--- src/rtl/detect_count_display.sv ---
// Display stage for the 1100 detector: BCD match count, input history,
// and an eight-digit common-anode multiplexed 7-segment scan.
module detect_count_display #(
    parameter int SCAN_DIV = 100_000
) (
    input  logic       Clock,
    input  logic       Reset,
    input  logic       Step,
    input  logic       Bit_in,
    input  logic       Match,
    input  logic       Clear,
    output logic [7:0] Indicators,
    output logic [7:0] Segments
);

    localparam int RW = $clog2(SCAN_DIV);
    localparam logic [RW-1:0] REF_MAX = RW'(SCAN_DIV - 1);

    logic [3:0][3:0] cnt_q, cnt_d;
    logic [3:0]      hist_q, hist_d;
    logic            ovf_q, ovf_d;
    logic            mflag_q, mflag_d;
    logic [RW-1:0]   refresh_q, refresh_d;
    logic [2:0]      idx_q, idx_d;
    logic [7:0]      ind_q, ind_d;
    logic [7:0]      seg_q, seg_d;

    logic            carry;
    logic [3:0]      nib;
    logic            blank;
    logic            dp;
    logic [6:0]      seg7;

    // Sample step: shift history, latch match, ripple-carry BCD increment
    always_comb begin
        cnt_d   = cnt_q;
        hist_d  = hist_q;
        ovf_d   = ovf_q;
        mflag_d = mflag_q;
        carry   = 1'b0;
        if (Clear) begin
            cnt_d   = '0;
            hist_d  = '0;
            ovf_d   = 1'b0;
            mflag_d = 1'b0;
        end else if (Step) begin
            hist_d  = {hist_q[2:0], Bit_in};
            mflag_d = Match;
            carry   = Match;
            for (int k = 0; k < 4; k++) begin
                if (carry) begin
                    if (cnt_q[k] == 4'd9) begin
                        cnt_d[k] = 4'd0;
                    end else begin
                        cnt_d[k] = cnt_q[k] + 4'd1;
                        carry    = 1'b0;
                    end
                end
            end
            if (carry) begin
                ovf_d = 1'b1;
            end
        end
    end

    // Scan timer: dwell SCAN_DIV cycles per digit, then advance the digit
    always_comb begin
        refresh_d = refresh_q + RW'(1);
        idx_d     = idx_q;
        if (refresh_q == REF_MAX) begin
            refresh_d = '0;
            idx_d     = idx_q + 3'd1;
        end
    end

    // Pick the value, blanking and decimal point for the selected digit
    always_comb begin
        nib   = 4'd0;
        blank = 1'b0;
        unique case (idx_q)
            3'd0: nib = cnt_q[0];
            3'd1: begin
                nib   = cnt_q[1];
                blank = (cnt_q[3:1] == 12'd0);
            end
            3'd2: begin
                nib   = cnt_q[2];
                blank = (cnt_q[3:2] == 8'd0);
            end
            3'd3: begin
                nib   = cnt_q[3];
                blank = (cnt_q[3] == 4'd0);
            end
            default: nib = {3'b000, hist_q[idx_q[1:0]]};
        endcase
        dp = ((idx_q == 3'd0) && mflag_q) || ((idx_q == 3'd7) && ovf_q);
    end

    // Active-low g..a decode of one decimal digit
    always_comb begin
        unique case (nib)
            4'd0:    seg7 = 7'h40;
            4'd1:    seg7 = 7'h79;
            4'd2:    seg7 = 7'h24;
            4'd3:    seg7 = 7'h30;
            4'd4:    seg7 = 7'h19;
            4'd5:    seg7 = 7'h12;
            4'd6:    seg7 = 7'h02;
            4'd7:    seg7 = 7'h78;
            4'd8:    seg7 = 7'h00;
            4'd9:    seg7 = 7'h10;
            default: seg7 = 7'h7F;
        endcase
        ind_d = ~(8'b1 << idx_q);
        seg_d = {~dp, blank ? 7'h7F : seg7};
    end

    // State and registered pin drivers
    always_ff @(posedge Clock or negedge Reset) begin
        if (!Reset) begin
            cnt_q     <= '0;
            hist_q    <= '0;
            ovf_q     <= 1'b0;
            mflag_q   <= 1'b0;
            refresh_q <= '0;
            idx_q     <= '0;
            ind_q     <= 8'hFF;
            seg_q     <= 8'hFF;
        end else begin
            cnt_q     <= cnt_d;
            hist_q    <= hist_d;
            ovf_q     <= ovf_d;
            mflag_q   <= mflag_d;
            refresh_q <= refresh_d;
            idx_q     <= idx_d;
            ind_q     <= ind_d;
            seg_q     <= seg_d;
        end
    end

    assign Indicators = ind_q;
    assign Segments   = seg_q;

endmodule
--- config.mk ---
export PLATFORM = sky130hd
export DESIGN_NAME = detect_count_display
export DESIGN_NICKNAME = d
export VERILOG_FILES = /design/src/rtl/detect_count_display.sv
export SDC_FILE = /design/constraint.sdc
export NUM_CORES = 1
export LEC_CHECK = 0
export BUFFER_PORTS_ARGS = -buffer_cell sky130_fd_sc_hd__buf_4
export CORE_MARGIN = 5
export CORE_UTILIZATION = 60
export DETAILED_ROUTE_END_ITERATION = 7
export GPL_TIMING_DRIVEN = 0
export PLACE_DENSITY = 0.85
export SYNTH_ARGS = -nofsm -noshare
export SYNTH_HDL_FRONTEND = slang
export SYNTH_SLANG_ARGS = --single-unit
--- constraint.sdc ---
create_clock -name Clock -period 2.9 [get_ports Clock]
set_clock_uncertainty 0.15 [all_clocks]
set_input_delay 0.29 -clock Clock [delete_from_list [all_inputs] [get_ports Clock]]
set_output_delay 0.29 -clock Clock [all_outputs]
set_load 0.005 [all_outputs]
* Yosys cells after proc, flatten, opt, wreduce, memory -nomap -nowiden
Memory sizes are Yosys's and may differ from the RTL's.
Cells that the tools add are included.
** Cells by class
- Shifts and indexed selects :: 1
- Div/mod/pow operators :: 0
- Equality and inequality tests :: 9
- Muxes and demuxes :: 39
- $add $sub $neg :: 6
- Magnitude comparators :: 1
- Reduce and logical (&&, ||, !) cells :: 18
- Bitwise operators :: 2
- Multipliers :: 0
** Operator list (number)
- 4-bit 2-to-1 mux :: 10
- 16-bit 2-to-1 mux :: 2
- 1-bit 2-to-1 mux :: 22
- 17-bit by 1-bit adder with 17-bit output (second input constant) :: 1
- 17-bit equality test (second input constant) :: 1
- 17-bit 2-to-1 mux :: 1
- 4-bit by 1-bit adder with 4-bit output (second input constant) :: 4
- 4-bit equality test (second input constant) :: 4
- 4-bit case mux with 4 select lines :: 1
- 12-bit zero test :: 1
- 2-bit nonzero test :: 6
- 2-bit AND reduction :: 5
- 8-bit zero test :: 1
- 8-bit inverter :: 1
- 1-bit by 3-bit left shift with 8-bit output (first input constant) :: 1
- 7-bit 2-to-1 mux :: 1
- 3-bit by 2-bit equality test with 1-bit output (second input constant) :: 2
- 4-bit zero test :: 1
- 3-bit by 1-bit adder with 3-bit output (second input constant) :: 1
- 3-bit by 1-bit equality test with 1-bit output (second input constant) :: 1
- 3-bit equality test (second input constant) :: 1
- 3-bit zero test :: 1
- 2-bit by 3-bit less-than comparator with 1-bit output (second input constant) :: 1
- 1-bit case mux with 3 select lines :: 1
- 4 further kinds :: 5
** Storage, ports and cells
- Output and inout port bits :: 16
- Memory bits (writable) :: 0
- Logic and storage cells :: 88
- Input port bits :: 6
- Register bits after elaboration :: 58
- Latch bits :: 0
- Memory bits (read-only) :: 112
- Memories :: 1
** Memories
- (name not given) :: depth 16, width 7, rd ports 1, clocked after memory_dff 0, write ports 0, RTL line 101 : unique case (nib)

* Logic depth before layout (Yosys ltp)
- Depth after elaboration :: 17
- Depth in mapped cells :: 11
- Gate-level depth less buffers :: 9

* Worst setup path before layout
No wires, ideal clock.
- Path type :: register -> register
- Start :: reg idx_q[2]
- End :: reg seg_q[3], in the netlist Segments[3]
- Arrival :: 2.021 ns
- Data required time :: 2.644 ns
- Library setup time :: 0.106 ns
- Buffers on the path :: 2
- Cell stages (with the launch flop) :: 11
- Slack :: 0.623 ns
- Clock period less this slack :: 2.277 ns
- Path through :: dfrtp_1 buf_6 clkinv_1 ha_1 clkbuf_2 a222oi_1 a2bb2oi_1 inv_1 ha_1 o21ai_0 nand4_1
** Between the ends
- Cells in the longest elaborated chain, start to end :: 4
- Elaborated cells on any way between the ends :: 8
- Those cells by class :: 3 x eq/ne; 3 x mux; 1 x reduce/logical; 1 x memory
** RTL lines
- start, declared :: RTL line 24 : logic [2:0] idx_q, idx_d;
- start signal, assigned :: RTL line 135 : idx_q <= idx_d;
- 3-bit by 2-bit equality test with 1-bit output, or another cell as far along :: RTL line 80 : unique case (idx_q)
- 4-bit case mux with 4 select lines :: RTL line 80
- memory read 16 x 7 bit
- 7-bit 2-to-1 mux * :: RTL line 115 : seg_d = {~dp, blank ? 7'h7F : seg7};
- named net seg_d[3] :: RTL line 26 : logic [7:0] seg_q, seg_d;
- end signal, assigned :: RTL line 137 : seg_q <= seg_d;
- end, declared :: RTL line 26
Mark *: on every way through the listed nets, which the timed path passes. The rest lies on a longest branch.
A chain may end at the register's enable or synchronous reset.

* Final worst setup path
Same ends and word-level chain as after synthesis.

==> impl_metrics.env <==
export IMPL_startpoint_type="register"
export IMPL_yosys_area_top_type="dfrtp_1"
export IMPL_vias=2409
export IMPL_fmax_ghz=0.374
export IMPL_startpoint="idx_q[2]"
export IMPL_synth_flop_cell="dfrtp_1"
export IMPL_drt_antenna_violating_nets=0
export IMPL_path_class="reg -> reg"
export IMPL_netlist_instances=306
export IMPL_cellPowerDensity_nw_per_um2=462
export IMPL_worst_slew_pin_transition_ps=805
export IMPL_finalInstanceArea_sq_um=3570
export IMPL_antenna_found_initial=0
export IMPL_hold_viol=0
export IMPL_worstRegToRegCells=10
export IMPL_seq_area_frac_synth_pct=47.1
export IMPL_synth_top_cell_area_share_pct=33.7
export IMPL_place_area_sq_um=3360
export IMPL_clk_latency_ps=330
export IMPL_leakage_nw=1.58
export IMPL_ys_async_sr_fraction_pct=100
export IMPL_cts_root_buf="clkbuf_8"
export IMPL_cp_end_kind="register"
export IMPL_syn_nets=330
export IMPL_synth_edf_count=0
export IMPL_drive_above_1_share_pct=19.8
export IMPL_period_needed_ps=2670
export IMPL_synth_cell_types=57
export IMPL_syn_area_sq_um=3120
export IMPL_finalSetupViolations=0
export IMPL_fillers=393
export IMPL_crit_fanout=9
export IMPL_ys_seq_elements=58
export IMPL_grt_start_max_net_pins=59
export IMPL_hpwlAfterDp_um=4580
export IMPL_clock_sinks=58
export IMPL_grt_remaining_overflow=0
export IMPL_htree_levels=3
export IMPL_finalWirelength_um=6560
export IMPL_finalCritPeriodShare_pct=92.2
export IMPL_grt_pass1_vias=2400
export IMPL_io_pins=22
export IMPL_crit_end="Segments[3]"
export IMPL_syn_to_final_growth_pct=14.3
export IMPL_status="finished clean"
export IMPL_routedWlPerCell_um=15.9
export IMPL_avgSynthCellArea_sq_um=10.2
export IMPL_grtUsageTotal_pct=22.0
export IMPL_cap_violations=0
export IMPL_timing_rr_end="Segments[3]"
export IMPL_fin_setup_tns_ps=0
export IMPL_initial_utilization_pct=61.5
export IMPL_worst_r2r_setup_slack_ps=230
export IMPL_crit_arrival_ps=2750
export IMPL_nets=362
export IMPL_rows=26
export IMPL_cts_buffers=9
export IMPL_numPortBuffers=20
export IMPL_synth_area_top_cells="dfrtp_1 34%, dfstp_2 13%, ha_1 7.2%"
export IMPL_total_power_w=0.00165
export IMPL_avgViaCountPerCell=5.83
export IMPL_post_cts_buffers=0
export IMPL_die_w_um=82.1
export IMPL_cts_max_path_buffers=2
export IMPL_core_region_area_sq_um=5070
export IMPL_min_path_type="in -> reg"
export IMPL_ir_drop_mv=0.420
export IMPL_die_y_um=82.1
export IMPL_gp_congestion=0.848
export IMPL_die_area_sq_um=6750
export IMPL_grt_setup_unrepaired="no"
export IMPL_slew_viol_final=0
export IMPL_first_pass_iters=5
export IMPL_worst_ep_required_time_ps=2970
export IMPL_grt_first_pass_wirelength_um=11100
export IMPL_slew_headroom_pct=46.4
export IMPL_yosysWarnings=0
export IMPL_drt_iter0_markers=231
export IMPL_cts_tree="done"
export IMPL_antenna_cells=0
export IMPL_cts_clk_slew_worst_paths_ps=70
export IMPL_r2r_start="idx_q[2]"
export IMPL_drc=0
[worst min-delay path by stage]
stage / from / to / cells past startpoint
CTS: Bit_in / hist_q[0] / 3
finish: Bit_in / hist_q[0] / 3
floorplan: Reset / cnt_q[0] / 0
global route: Bit_in / hist_q[0] / 3
global placement: Reset / cnt_q[14] / 1
detailed placement: Reset / cnt_q[14] / 1
[flip-flops by register name, indices dropped and copies added (netlist names)]
name        cells
Indicators      8
Segments        8
cnt_q          16
hist_q          4
idx_q           3
mflag_q         1
ovf_q           1
refresh_q      17
[Yosys cell counts, types with 4 or more instances]
cell and count:
a31oi_1 4, xnor2_1 5, nand3_1 12, nand4_1 8, or4_1 4, ha_1 18
a21oi_1 18, o21ai_0 17, nor2_1 19, inv_1 18, dfstp_2 16, nor2b_1 6
mux2i_1 6, and4_1 4, dfrtp_1 42, nand2_1 26, or3_1 7, xor2_1 11
[kinds of logic after synthesis]
family / share of synthesized area, %
AO/OA/AOI/OAI: 13.3
XOR/XNOR: 4.49
adder cells (fa/ha/maj): 7.21
buffers and inverters: 5.57
flip-flops: 47.1
multiplexers: 3.01
AND/OR/NAND/NOR: 19.3
[placed cells by master (no fill, tap or decap), types with 3 or more instances in the layout]
master and count:
inv_1 18, buf_2 3, mux2i_1 6, nor2_1 19
nand3_1 12, dfrtp_1 42, nand2b_1 3, xnor2_1 5
or3_1 7, a31oi_1 4, o211ai_1 3, buf_6 3
or4_1 4, ha_1 18, buf_4 23, and3b_1 3
xor2_1 11, and3_1 3, o31ai_1 3, dfstp_2 16
a21oi_1 18, nand4b_1 3, nand2_1 26, and4_1 4
nor2b_1 6, clkbuf_1 4, clkbuf_8 12, nand4_1 8
o21ai_0 17
[worst max-delay path: stages, from the launching register on]
cell	delay, ps
dfrtp_1	370
buf_6	140
clkinv_1	230
ha_1	280
clkbuf_2	170
a222oi_1	350
a2bb2oi_1	200
inv_1	140
ha_1	260
o21ai_0	190
nand4_1	110
[metal layers]
layer | share of wire (%) | GRT usage (%) | vias to the layer above | wire, um
met5 | 0 | 0 | - | 0
met4 | 1.8 | 9.30 | 0 | 116
met3 | 6.5 | 6.07 | 11 | 423
met2 | 47 | 34.7 | 82 | 3110
met1 | 44 | 28.5 | 1156 | 2910
li1 | - | - | 1160 | -
[per-stage QoR]
step                      cells  hold slack (ps)  utilization [%]  worst slack [ps]
after floorplan             306             -156                -               623
after global placement      396              233             66.2               299
after detailed placement    396              240             66.2               262
after CTS                   413             39.5             70.3               227
after global routing        413             67.2             70.3              64.4
final                       413             48.2             70.3               225
[report_power, final]
| group | internal (W) | switching, W | total [W] |
|---|---|---|---|
| sequential | 0.000825 | 0.00000676 | 0.000832 |
| clock | 0.000441 | 0.000305 | 0.000746 |
| combinational | 0.0000285 | 0.0000424 | 0.0000708 |
[area by class of cell]
cell class | count | area [sq um] | area share [%]
Multi-Input combinational cell | 215 | 1480 | 41.4
Clock buffer | 13 | 159 | 4.45
Timing Repair Buffer | 21 | 160 | 4.49
Sequential cell | 58 | 1470 | 41.2
Clock inverter | 3 | 40.0 | 1.12
Buffer | 14 | 103 | 2.88
Tap cell | 70 | 87.6 | 2.45
Inverter | 19 | 71.3 | 2.00
[repair_timing]
action | CTS | global route
hold buffers | 1 | 0
gates resized for setup | 0 | 0
hold endpoints to repair | 42 | 0
(Power assumes the default switching activity.)
